`src/rtl/monitor_contador_modulo15.sv`:
```
// rtl/monitor_contador_modulo15.sv - sequence monitor for 4-bit up/down bounce counters
//
// Locks onto a bounce counter's output sequence (0..MAX..0), predicts the next
// value and flags direction, endpoint events, round trips and sequence errors.
//
// Ports:
//   clk          rising-edge clock
//   rst          synchronous active-high reset
//   en           sample strobe; cont_in is evaluated only when en=1
//   cont_in      observed counter value (WIDTH bits)
//   modo         0 = immediate reversal, 1 = dwell one sample at 0 and MAX
//   sincronizado high while locked onto the sequence
//   decresce     high while the tracked counter counts down
//   pico         one-cycle pulse: MAX seen on an up-run
//   vale         one-cycle pulse: 0 seen on a down-run
//   erro         one-cycle pulse: sample differs from the prediction
//   ciclos       completed round trips, wraps (CW bits)
//   erros        error count, saturates (CW bits)

module monitor_contador_modulo15 #(
    parameter int WIDTH = 4,
    parameter int CW    = 8
) (
    input  logic             clk,
    input  logic             rst,
    input  logic             en,
    input  logic [WIDTH-1:0] cont_in,
    input  logic             modo,
    output logic             sincronizado,
    output logic             decresce,
    output logic             pico,
    output logic             vale,
    output logic             erro,
    output logic [CW-1:0]    ciclos,
    output logic [CW-1:0]    erros
);

    localparam logic [WIDTH-1:0] MAX  = '1;
    localparam logic [WIDTH-1:0] ZERO = '0;
    localparam logic [WIDTH-1:0] ONE  = WIDTH'(1);

    typedef enum logic [2:0] {
        SYNC,
        UP,
        HOLD_TOP,
        DOWN,
        HOLD_BOT
    } state_t;

    state_t           state;
    logic [WIDTH-1:0] exp_val;
    logic             modo_l;

    always_ff @(posedge clk) begin
        if (rst) begin
            state        <= SYNC;
            exp_val      <= ZERO;
            modo_l       <= 1'b0;
            sincronizado <= 1'b0;
            decresce     <= 1'b0;
            pico         <= 1'b0;
            vale         <= 1'b0;
            erro         <= 1'b0;
            ciclos       <= '0;
            erros        <= '0;
        end else begin
            // Pulses default low; they only rise for an accepted sample.
            pico <= 1'b0;
            vale <= 1'b0;
            erro <= 1'b0;
            if (en) begin
                if (state == SYNC) begin
                    // Only a 0 sample gives a known phase to lock onto.
                    if (cont_in == ZERO) begin
                        modo_l       <= modo;
                        exp_val      <= ONE;
                        state        <= UP;
                        sincronizado <= 1'b1;
                        decresce     <= 1'b0;
                    end
                end else if (cont_in != exp_val) begin
                    // Mismatch wins over endpoint events; the bad sample is
                    // discarded rather than used to relock.
                    erro         <= 1'b1;
                    if (erros != '1)
                        erros <= erros + 1'b1;
                    state        <= SYNC;
                    sincronizado <= 1'b0;
                    decresce     <= 1'b0;
                end else begin
                    case (state)
                        UP: begin
                            if (cont_in == MAX) begin
                                pico     <= 1'b1;
                                decresce <= 1'b1;
                                if (modo_l) begin
                                    state   <= HOLD_TOP;
                                    exp_val <= MAX;
                                end else begin
                                    state   <= DOWN;
                                    exp_val <= MAX - 1'b1;
                                end
                            end else begin
                                exp_val <= cont_in + 1'b1;
                            end
                        end
                        HOLD_TOP: begin
                            state   <= DOWN;
                            exp_val <= MAX - 1'b1;
                        end
                        DOWN: begin
                            if (cont_in == ZERO) begin
                                vale     <= 1'b1;
                                ciclos   <= ciclos + 1'b1;
                                decresce <= 1'b0;
                                if (modo_l) begin
                                    state   <= HOLD_BOT;
                                    exp_val <= ZERO;
                                end else begin
                                    state   <= UP;
                                    exp_val <= ONE;
                                end
                            end else begin
                                exp_val <= cont_in - 1'b1;
                            end
                        end
                        HOLD_BOT: begin
                            state   <= UP;
                            exp_val <= ONE;
                        end
                        default: begin
                            state        <= SYNC;
                            sincronizado <= 1'b0;
                            decresce     <= 1'b0;
                        end
                    endcase
                end
            end
        end
    end

endmodule

```
`config.mk`:
```
export PLATFORM = sky130hd
export DESIGN_NAME = monitor_contador_modulo15
export DESIGN_NICKNAME = d
export VERILOG_FILES = /design/src/rtl/monitor_contador_modulo15.sv
export SDC_FILE = /design/constraint.sdc
export NUM_CORES = 1
export LEC_CHECK = 0
export ABC_AREA = 1
export BUFFER_PORTS_ARGS = -buffer_cell sky130_fd_sc_hd__buf_2
export CAP_MARGIN = 10
export CORE_MARGIN = 2
export CORE_UTILIZATION = 33
export DETAILED_ROUTE_END_ITERATION = 10
export REMOVE_ABC_BUFFERS = 1
export SYNTH_ARGS = -nofsm -noshare
export SYNTH_HDL_FRONTEND = slang
export SYNTH_SLANG_ARGS = --single-unit
```
`constraint.sdc`:
```
create_clock -name clk -period 1.7 [get_ports clk]
set_input_delay 0.34 -clock clk [delete_from_list [all_inputs] [get_ports clk]]
set_output_delay 0.34 -clock clk [all_outputs]
set_load 0.05 [all_outputs]
```
[Word-level counts from Yosys, hierarchy flattened]
Cells that the tools add are included.
Operators by class
  $add $sub $neg: 4
  equality and inequality tests: 13
  muxes and demuxes: 28
  bitwise gates (word level): 5
  reduce and logical (&&, ||, !) cells: 15
Operator list (number)
  $mux W4: 5
  $mux W3: 6
  $add A8 B1 Y8 const B: 2
  $pmux W4 S4: 1
  $mux W1: 14
  $pmux W3 S4: 1
  $reduce_and A4 Y1: 3
  $reduce_or A5 Y1: 2
  $reduce_and A3 Y1: 3
  $ne A8 B8 Y1 const B: 1
  $eq A3 B2 Y1 const B: 2
  $ne A3 B1 Y1 const B: 2
  $not A1 Y1: 5
  $reduce_and A5 Y1: 1
  $reduce_bool A5 Y1: 1
  $add A4 B1 Y4 const B: 1
  $eq A4 B4 Y1 const B: 1
  $logic_not A4 Y1: 1
  $ne A4 B4 Y1: 1
  $ne A4 B4 Y1 const B: 1
  $reduce_or A4 Y1: 1
  $sub A4 B1 Y4 const B: 1
  $eq A3 B1 Y1 const B: 1
  $eq A3 B3 Y1 const B: 1
  7 further kinds: 7
Word-level totals
  flip-flop bits (word level): 29
  input port bits: 8
  output and inout port bits: 21
  word-level logic and storage cells: 75

[Logic depth before layout (Yosys ltp)]
Gate-level depths: netlist of run 1.
  word-level depth: 5
  mapped depth: 11
  mapped depth without buffers: 11

[Least setup slack after synthesis of run 1]
OpenSTA, ideal clock, no wires.
  kind: reg-to-reg
  start point: register erros[0]
  end point: register erros[0]
  library setup time: 0.128 ns
  arrival: 1.770 ns
  required time: 1.572 ns
  setup slack: -0.197 ns
  stages on the path, launching flop included: 8
  buffers on the path: 0
  clock period less this slack: 1.897 ns
  path through: dfxtp_1 -> ha_1 -> nand2_1 -> nor2_1 -> nand4_1 -> nand3_2 -> xor2_1 -> nor2_1
Between the ends
  word-level cells in the longest chain between the ends: 2
Ends and longest elaborated chain
  from (decl): RTL line 35  | output logic [CW-1:0] erros
  from (signal assigned): RTL line 86  | erros <= erros + 1'b1;
  branches (longest 2 deep; another with $add A8 B1 Y8)
Parallel ways; which one is timed is not known.
A chain may end at the register's enable or synchronous reset.

[Worst setup path after layout of run 1]
  start point: register erros[1]
  end point: register erros[0]
Between the ends
  word-level cells in the longest chain between the ends: 2
Ends and longest elaborated chain
  $ne A8 B8 Y1: RTL line 85  | if (erros != '1)
  $reduce_and A4 Y1 (no source line)
Every way passes these cells.

==> flow_summary.ini, run 1 <==
[finish]
num_antenna_cells = 0
final_cell_area_um2 = 2250
drive_gt1_frac = 0.232
area_growth_pct = 23.2
final_util = 0.414
final_nets = 340
fillers = 574

[global_routing]
use_met2 = 0.226
grt_first_pass_wirelength_um = 7370
grt.overflow.total = 0
grt_util_met1 = 0.204
grtUsageMet3 = 0.0368
antenna_found_initial = 0
first_global_vias = 1677
grt.total_usage = 0.148
top_usage_layer = met2
grt_max_degree = 13

[setup_path]
cp-end-kind = flip-flop
crit_type = reg2reg
rr_worst_depth = 7
cp_top_family = simple AND/OR/NAND/NOR gates
cp.required_ns = 1.86
path_buf_inv = 0
startpoint_type = flip-flop
cpMostUsedCell = nor2_1
worstPathArrival_ns = 1.66
max_stage_delay_ns = 0.38
timing.critical_path.from = erros[1]
regToRegSetupSlack_ns = 0.20
crit_chain = ha_1, nand2_1, nor2_1, nand4_1, nand3_2, xor2_1, nor2_1
slowest_stage = dfxtp_1
crit_fanout = 10
r2r-end = erros[0]
r2r-start = erros[1]

[power_and_ir_drop]
switchingPower_w = 0.00113
leakagePower_nw = 1.06
power.share.clock = 0.212
pwr-share-seq = 0.345
ir_worst_vdd_mv = 0.799
power_density_nw_per_um2 = 1150
switching_share = 0.434
power.internal_w = 0.00147
combPwrFrac = 0.443

[clocking]
cts_resized = 0
cts_sinks = 29
clock_latency_ns = 0.27
clkTransAtPathRegs_ns = 0.06
postCtsHoldBufs = 0
cts_setup_buffers = 0
h-tree-depth = 2
cts_buffers = 5
cts_tree = built
root_buffer = clkbuf_8
clk_path_buf_depth = 2

[worst_hold_path]
hp-class = in2reg
hold_end = modo_l
min-delay-start = modo
hold_depth = 3

[detailed_routing]
drt_iter0_drc = 105
wl_per_cell_um = 10.6
first_pass_iters = 4
vias_per_cell = 4.65
vias = 1859
drtAntennaViolNets = 0
finalWirelength_um = 4250
route.detailed.drc = 0

[yosys]
synth_top_area_cell = dfxtp_1
synth_edf_count = 0
ys_types = 32
netlist_area_um2 = 1830
synthCells = 281
netlist.area_leader.share = 0.318
synth_top_flop_cell = dfxtp_1
ys_seq_area_frac = 0.318
synthArstFlopShare = 0
synthTopCellsByArea = dfxtp_1 32%, nand2_1 16%, nor2_1 8.6%
synth_seq_cells = 29
synth.avg_cell_area_um2 = 6.50
yosysWarnings = 0

[sta]
hold_viol_final = 0
tns_ns = 0
setup_viol = 0
skew_ns = 0.00280
final.min_clock_period_ns = 1.50
fmax_ghz = 0.665
grt_setup_unrepaired = false
worstMarginPinSlew_ns = 0.410
slew_headroom = 0.724
drv_slew = 0
fin_crit_sh = 0.885

[place]
place.gp.congestion = 0.931
place_area_um2 = 2160
io_buffers = 28
dp_hpwl_um = 3340

[die]
start_util = 0.336
die_h_um = 78.4
design.core.area_um2 = 5440
die-width_um = 78.4
die_area_um2 = 6150
row_count = 27
ios = 29

[run]
drv_cap = 0

[run_status]
status = completed
==> kinds of logic after synthesis <==
family / synth area share
buffers and inverters: 0.0801
XOR/XNOR: 0.0288
adder cells (fa/ha/maj): 0.0274
AO/OA/AOI/OAI: 0.102
flip-flops: 0.318
AND/OR/NAND/NOR: 0.444
==> routing by layer <==
layer / wire length (um) / part of all wire
met5: 0 / 0
met4: 46 / 0.011
met3: 249 / 0.059
met2: 1800 / 0.42
met1: 2150 / 0.51
==> cell usage after synthesis, drive strengths merged, types with 2 or more instances <==
library cell,number
nand2,84
nor2,48
inv,30
dfxtp,29
nand3,23
a21oi,18
o21ai,14
nand4,8
ha,4
nor3,4
xor2,4
buf,3
nand3b,3
clkbuf,2
xnor2,2
==> placed cells by master, fill, tap and decap left out, types with 2 or more instances in the layout <==
cell type,n
nor2_4,2
nand4_1,8
clkbuf_8,6
nand3_2,2
nand3_1,21
nand2_2,5
dfxtp_1,28
nor2_2,3
nor3_1,3
nand2_4,2
buf_2,28
xor2_1,4
nor2_1,42
nand3b_1,3
buf_4,16
ha_1,4
a21oi_2,2
nand2_1,77
o21ai_0,12
xnor2_1,2
inv_2,4
inv_1,26
a21oi_1,16
==> final cells by class <==
type / instances / area (um^2) / share of cell area
clock buffer: 7 / 86.3 / 0.0384
inverter: 30 / 113 / 0.0500
multi-input combinational: 217 / 1100 / 0.489
sequential: 29 / 582 / 0.258
tap: 72 / 90.1 / 0.0400
timing repair buffer: 45 / 280 / 0.125
==> worst max-delay path by stage <==
stage / slack (ns) / endpoint / cells after the start
after floorplan: -0.18 / erros[0] / 7
after global placement: -0.04 / state[1] / 11
after detailed placement: -0.03 / state[2] / 11
after CTS: 0.18 / erros[0] / 7
after global routing: 0.004 / exp_val[3] / 9
final: 0.20 / erros[0] / 7
==> stage by stage <==
step	instances	hold slack, ns	total power, W	setup slack, ns
finish	400	0.351	0.00260	0.195
global route	400	0.363	0.00280	0.00358
CTS	400	0.339	0.00262	0.177
detailed placement	393	0.457	0.00205	-0.0325
global placement	393	0.452	0.00205	-0.0432
floorplan	276	0.409	0.00173	-0.185
==> worst register-to-register path: cells and delay by family (launching register included) <==
kind / cells / cell delay [ns]
adders and majority gates: 1 / 0.22
xor gates and xnor gates: 1 / 0.17
DFF: 1 / 0.38
and+or+nand+nor: 5 / 0.62
==> registers in the layout (all words and copies together) (netlist names) <==
register      cells
ciclos            8
decresce          1
erro              1
erros             8
exp_val           4
modo_l            1
pico              1
sincronizado      1
state             3
vale              1
==> power groups by stage <==
stage               logic, W  registers (W)  clock network (W)
floorplan           0.000722        0.00100                  0
global placement     0.00115       0.000904                  0
detailed placement   0.00114       0.000903                  0
CTS                  0.00115       0.000890           0.000577
global route         0.00128       0.000915           0.000610
finish               0.00115       0.000895           0.000551
(Power assumes the default switching activity.)
==> inputs of run 2 (changes only) <==
--- a/config.mk
+++ b/config.mk
@@ -6,11 +6,11 @@
 export NUM_CORES = 1
 export LEC_CHECK = 0
 export ABC_AREA = 1
-export BUFFER_PORTS_ARGS = -buffer_cell sky130_fd_sc_hd__buf_2
 export CAP_MARGIN = 10
 export CORE_MARGIN = 2
 export CORE_UTILIZATION = 33
 export DETAILED_ROUTE_END_ITERATION = 10
+export DONT_BUFFER_PORTS = 1
 export REMOVE_ABC_BUFFERS = 1
 export SYNTH_ARGS = -nofsm -noshare
 export SYNTH_HDL_FRONTEND = slang
==> run 2 against run 1 <==
  * Clock power decreased by 2%
  * Global-route usage increased by 0.11 points
  * Largest cell class unchanged
  * Combinational power decreased by 4%
  * Fmax decreased by 1.5%
  * Via count decreased by 2.5%
  * Critical path type unchanged
  * Critical endpoint is now exp_val[2]
  * Final area decreased by 2.8%
==> flow_summary.ini, run 2 (same netlist as run 1, synthesis figures left out) <==
[setup_path]
crit_chain = inv_1, nand2_2, nand2_2, nand2_2, nand2_1, a21oi_2, inv_1, nor2_1, nor2_1
startpoint_type = flip-flop
crit_type = reg2reg
r2r-start = state[2]
cp-end-kind = flip-flop
regToRegSetupSlack_ns = 0.17
worstPathArrival_ns = 1.70
rr_worst_depth = 9
r2r-end = exp_val[2]
cpMostUsedCell = nand2_2
cp.required_ns = 1.88
crit_fanout = 7
max_stage_delay_ns = 0.45
slowest_stage = dfxtp_1

[finish]
seq_area_um2 = 582
drive_gt1_frac = 0.190
final_util = 0.402
instances_no_fill = 383
final_cell_mix = 77 x nand2_1, 42 x nor2_1, 28 x dfxtp_1, 26 x inv_1, 26 x buf_4
multi_input_area_um2 = 1100
fillers = 575
layout_commonest_cell = nand2_1
reg.largest.list = ciclos x8, erros x8, exp_val x4
final_nets = 322
num_antenna_cells = 0
area_growth_pct = 19.7

[global_routing]
top_usage_layer = met2
grt_util_met1 = 0.193
grt_first_pass_wirelength_um = 7290
grt.total_usage = 0.149
first_global_vias = 1603
grtUsageMet3 = 0.0391
grt.overflow.total = 0
grt_max_degree = 17
antenna_found_initial = 0
use_met2 = 0.239

[die]
row_count = 27
die_h_um = 78.4
ios = 29
start_util = 0.336
die-width_um = 78.4
design.core.area_um2 = 5440
die_area_um2 = 6150

[clocking]
cts_tree = built
cts_sinks = 29
clock_latency_ns = 0.28
postCtsHoldBufs = 0
h-tree-depth = 2
clk_path_buf_depth = 2
cts_buffers = 5
cts_setup_buffers = 0
clkTransAtPathRegs_ns = 0.06
root_buffer = clkbuf_8

[worst_hold_path]
hold_depth = 1
min-delay-start = rst
hold_end = state[0]
hp-class = in2reg

[detailed_routing]
drtAntennaViolNets = 0
vias_per_cell = 4.73
drt_iter0_drc = 91
route.detailed.drc = 0
first_pass_iters = 4
wl_per_cell_um = 11.3
vias = 1812
finalWirelength_um = 4330

[place]
place_ws_ns = 0.00614
dp.cells = 375
place.gp.congestion = 0.884
io_buffers = 0
dp_hpwl_um = 3330

[power_and_ir_drop]
p_total_w = 0.00256
ir_worst_vdd_mv = 0.848
leakagePower_nw = 0.978
power_density_nw_per_um2 = 1170

[sta]
fin_ws_ns = 0.172
fin_crit_sh = 0.899
drv_slew = 0
skew_ns = 0.00534
worstMarginPinSlew_ns = 0.529
slew_headroom = 0.647
grt_setup_unrepaired = false
setup_viol = 0
hold_viol_final = 0
final.min_clock_period_ns = 1.53
fmax_ghz = 0.655

[run_status]
status = completed

[run]
drv_cap = 0
## run 2: changes by cell type in the layout (fill, tap and decap cells not counted), sizes merged
cell	previous run	this run
buf	45	27
clkbuf	7	6
clkinv	0	2
## run 2: repair_timing
action	4_1_cts	5_1_grt
endpoints found under the setup margin	0	4
gates resized for setup	0	2
hold endpoints to repair	0	0
## run 2: layer usage
metal	vias up	share of wire	routed length, um
li1	965	-	-
met1	805	0.48	2070
met2	35	0.46	1990
met3	7	0.048	210
met4	0	0.015	63
met5	-	0	0
## run 2: cell type report
class	count	area share
multi-input combinational	217	0.505
timing repair buffer	27	0.0984
sequential	29	0.266
clock buffer	6	0.0332
clock inverter	2	0.00458
inverter	30	0.0515
tap	72	0.0412
## run 2: metrics by stage
stage / hold WS, ns / TNS, ns / instance area, um^2
6_report: 0.110 / 0 / 2190
5_1_grt: 0.106 / 0 / 2190
3_3_place_gp: 0.411 / 0 / 2100
3_5_place_dp: 0.413 / 0 / 2100
4_1_cts: 0.107 / 0 / 2180
2_1_floorplan: 0.409 / -1.14 / 1790
## run 2: power by group
group,switching (W),internal (W),total (W)
sequential,0.000128,0.000782,0.000910
combinational,0.000746,0.000358,0.00110
clock,0.000260,0.000283,0.000542
## run 2: worst max path at each step
stage	startpoint	endpoint	slack, ns	cells past startpoint
after floorplan	erros[0]	erros[0]	-0.18	7
after global placement	cont_in[1]	exp_val[3]	0.10	11
after detailed placement	cont_in[1]	exp_val[2]	0.006	11
after global routing	state[1]	exp_val[2]	0.01	9
after CTS	state[0]	exp_val[2]	0.15	9
final	state[2]	exp_val[2]	0.17	9
## run 2: critical path: cells and delay by family (launching register included)
family	cells	cell delay [ns]
compound gates	1	0.23
simple gates	6	0.53
buf+inv	2	0.20
flops	1	0.45
==> inputs of run 3 (changes only) <==
==> constraint.sdc (replaced) <==
create_clock -name clk -period 1.7 [get_ports clk]
set_input_delay 0.34 -clock clk [delete_from_list [all_inputs] [get_ports clk]]
set_output_delay 0.34 -clock clk [all_outputs]
set_load 0.01 [all_outputs]
==> run 3 against run 2 <==
  * Setup slack worse by 0.0055 ns
  * Global-route usage decreased by 0.77 points
  * Via count shrank 4.5%
  * Final cell count is 3.4% lower
  * Combinational power fell by 9%
  * Register-to-register slack hardly changed
  * Sequential cell count is the same
  * First-iteration DRC count increased by 1.1%
  * Critical path type unchanged
==> flow_summary.ini, run 3 (same netlist as run 1, synthesis figures left out) <==
[setup_path]
path_buf_inv = 2
max_stage_delay_ns = 0.46
startpoint_type = flip-flop
regToRegSetupSlack_ns = 0.17
crit_fanout = 10
worstPathArrival_ns = 1.70
cp.required_ns = 1.87
cpMostUsedCell = nand2_2
cp-end-kind = flip-flop
slowest_stage = dfxtp_1
cp_top_family = flip-flops
crit_type = reg2reg
crit_chain = inv_1, nand2_2, nand2_2, inv_2, nand3_2, o21ai_0, a21oi_1

[place]
place.gp.congestion = 0.833
place_ws_ns = -0.0276
dp_hpwl_um = 3170
io_buffers = 0
place_area_um2 = 2000

[global_routing]
grt_util_met1 = 0.184
grt.overflow.total = 0
antenna_found_initial = 0
grt_first_pass_wirelength_um = 6850
use_met2 = 0.208
top_usage_layer = met2
grtUsageMet3 = 0.0471
grt.total_usage = 0.142
first_global_vias = 1514
grt_max_degree = 17

[power_and_ir_drop]
switchingPower_w = 0.00103
leakagePower_nw = 0.916
pwr-share-seq = 0.353
ir_worst_vdd_mv = 0.619
switching_share = 0.408
combPwrFrac = 0.397
power.share.clock = 0.250
power_density_nw_per_um2 = 1200
power.internal_w = 0.00149

[die]
die_area_um2 = 6150
die_h_um = 78.4
ios = 29
die-width_um = 78.4
design.core.area_um2 = 5440
start_util = 0.336
row_count = 27

[clocking]
cts_sinks = 29
clkTransAtPathRegs_ns = 0.06
clk_path_buf_depth = 2
cts_resized = 0
h-tree-depth = 2
clock_latency_ns = 0.29
cts_setup_buffers = 0
cts_buffers = 5
postCtsHoldBufs = 0
root_buffer = clkbuf_8
cts_tree = built

[sta]
final.min_clock_period_ns = 1.53
fin_ws_ns = 0.167
skew_ns = 0.00424
fin_crit_sh = 0.902
fmax_ghz = 0.652
tns_ns = 0
slew_headroom = 0.789
setup_viol = 0
drv_slew = 0
whs_ns = 0.115
worstMarginPinSlew_ns = 0.314
grt_setup_unrepaired = true
hold_viol_final = 0

[finish]
num_antenna_cells = 0
layout_commonest_cell = nand2_1
drive_gt1_frac = 0.154
final_util = 0.386
final_nets = 309
final_cell_area_um2 = 2100
area_growth_pct = 15.1
reg.largest.list = ciclos x8, erros x8, exp_val x4
final_cell_mix = 77 x nand2_1, 42 x nor2_1, 29 x dfxtp_1, 26 x inv_1, 21 x nand3_1

[detailed_routing]
vias = 1731
route.detailed.drc = 0
wl_per_cell_um = 11.2
drtAntennaViolNets = 0
drt_iter0_drc = 92
vias_per_cell = 4.68
first_pass_iters = 4
finalWirelength_um = 4140

[worst_hold_path]
hp-class = in2reg

[run_status]
status = completed

[run]
drv_cap = 0
## run 3: cell types whose count changed in the layout (fill, tap and decap cells not counted), sizes merged
| cell | before | now |
|---|---|---|
| buf | 27 | 14 |
| clkbuf | 6 | 7 |
| clkinv | 2 | 1 |
## run 3: stage by stage
step / power [W] / instances
after floorplan: 0.00163 / 276
after global placement: 0.00190 / 362
after detailed placement: 0.00190 / 362
after CTS: 0.00254 / 370
after global routing: 0.00273 / 370
final: 0.00252 / 370
## run 3: power groups by stage
stage	Sequential, W	Combinational, W	Clock [W]
global route	0.000901	0.00115	0.000676
floorplan	0.000908	0.000722	0
CTS	0.000888	0.00100	0.000649
global placement	0.000900	0.000995	0
detailed placement	0.000901	0.000998	0
finish	0.000888	0.00100	0.000628
## run 3: final cells by class
type | count | area (um^2)
clock buffer | 7 | 96.3
clock inverter | 1 | 5.00
fill | 567 | 3340
inverter | 30 | 113
multi-input combinational | 217 | 1100
sequential | 29 | 581
tap | 72 | 90.1
timing repair buffer | 14 | 118
## run 3: per-layer routing
layer | vias up | wire (um)
met5 | - | 0
met4 | 0 | 112
met3 | 12 | 285
met2 | 44 | 1790
met1 | 739 | 1950
li1 | 936 | -
## run 3: worst paths after layout
path,from,to,cells past startpoint
max,state[2],erros[1],7
min,rst,ciclos[7],1
max reg2reg,state[2],erros[1],7
min reg2reg,sincronizado,sincronizado,2
## run 3: worst reg2reg max path: stages, from the launching register on
cell     delay [ns]
dfxtp_1        0.46
inv_1          0.10
nand2_2        0.14
nand2_2        0.09
inv_2          0.13
nand3_2        0.22
o21ai_0        0.23
a21oi_1        0.05
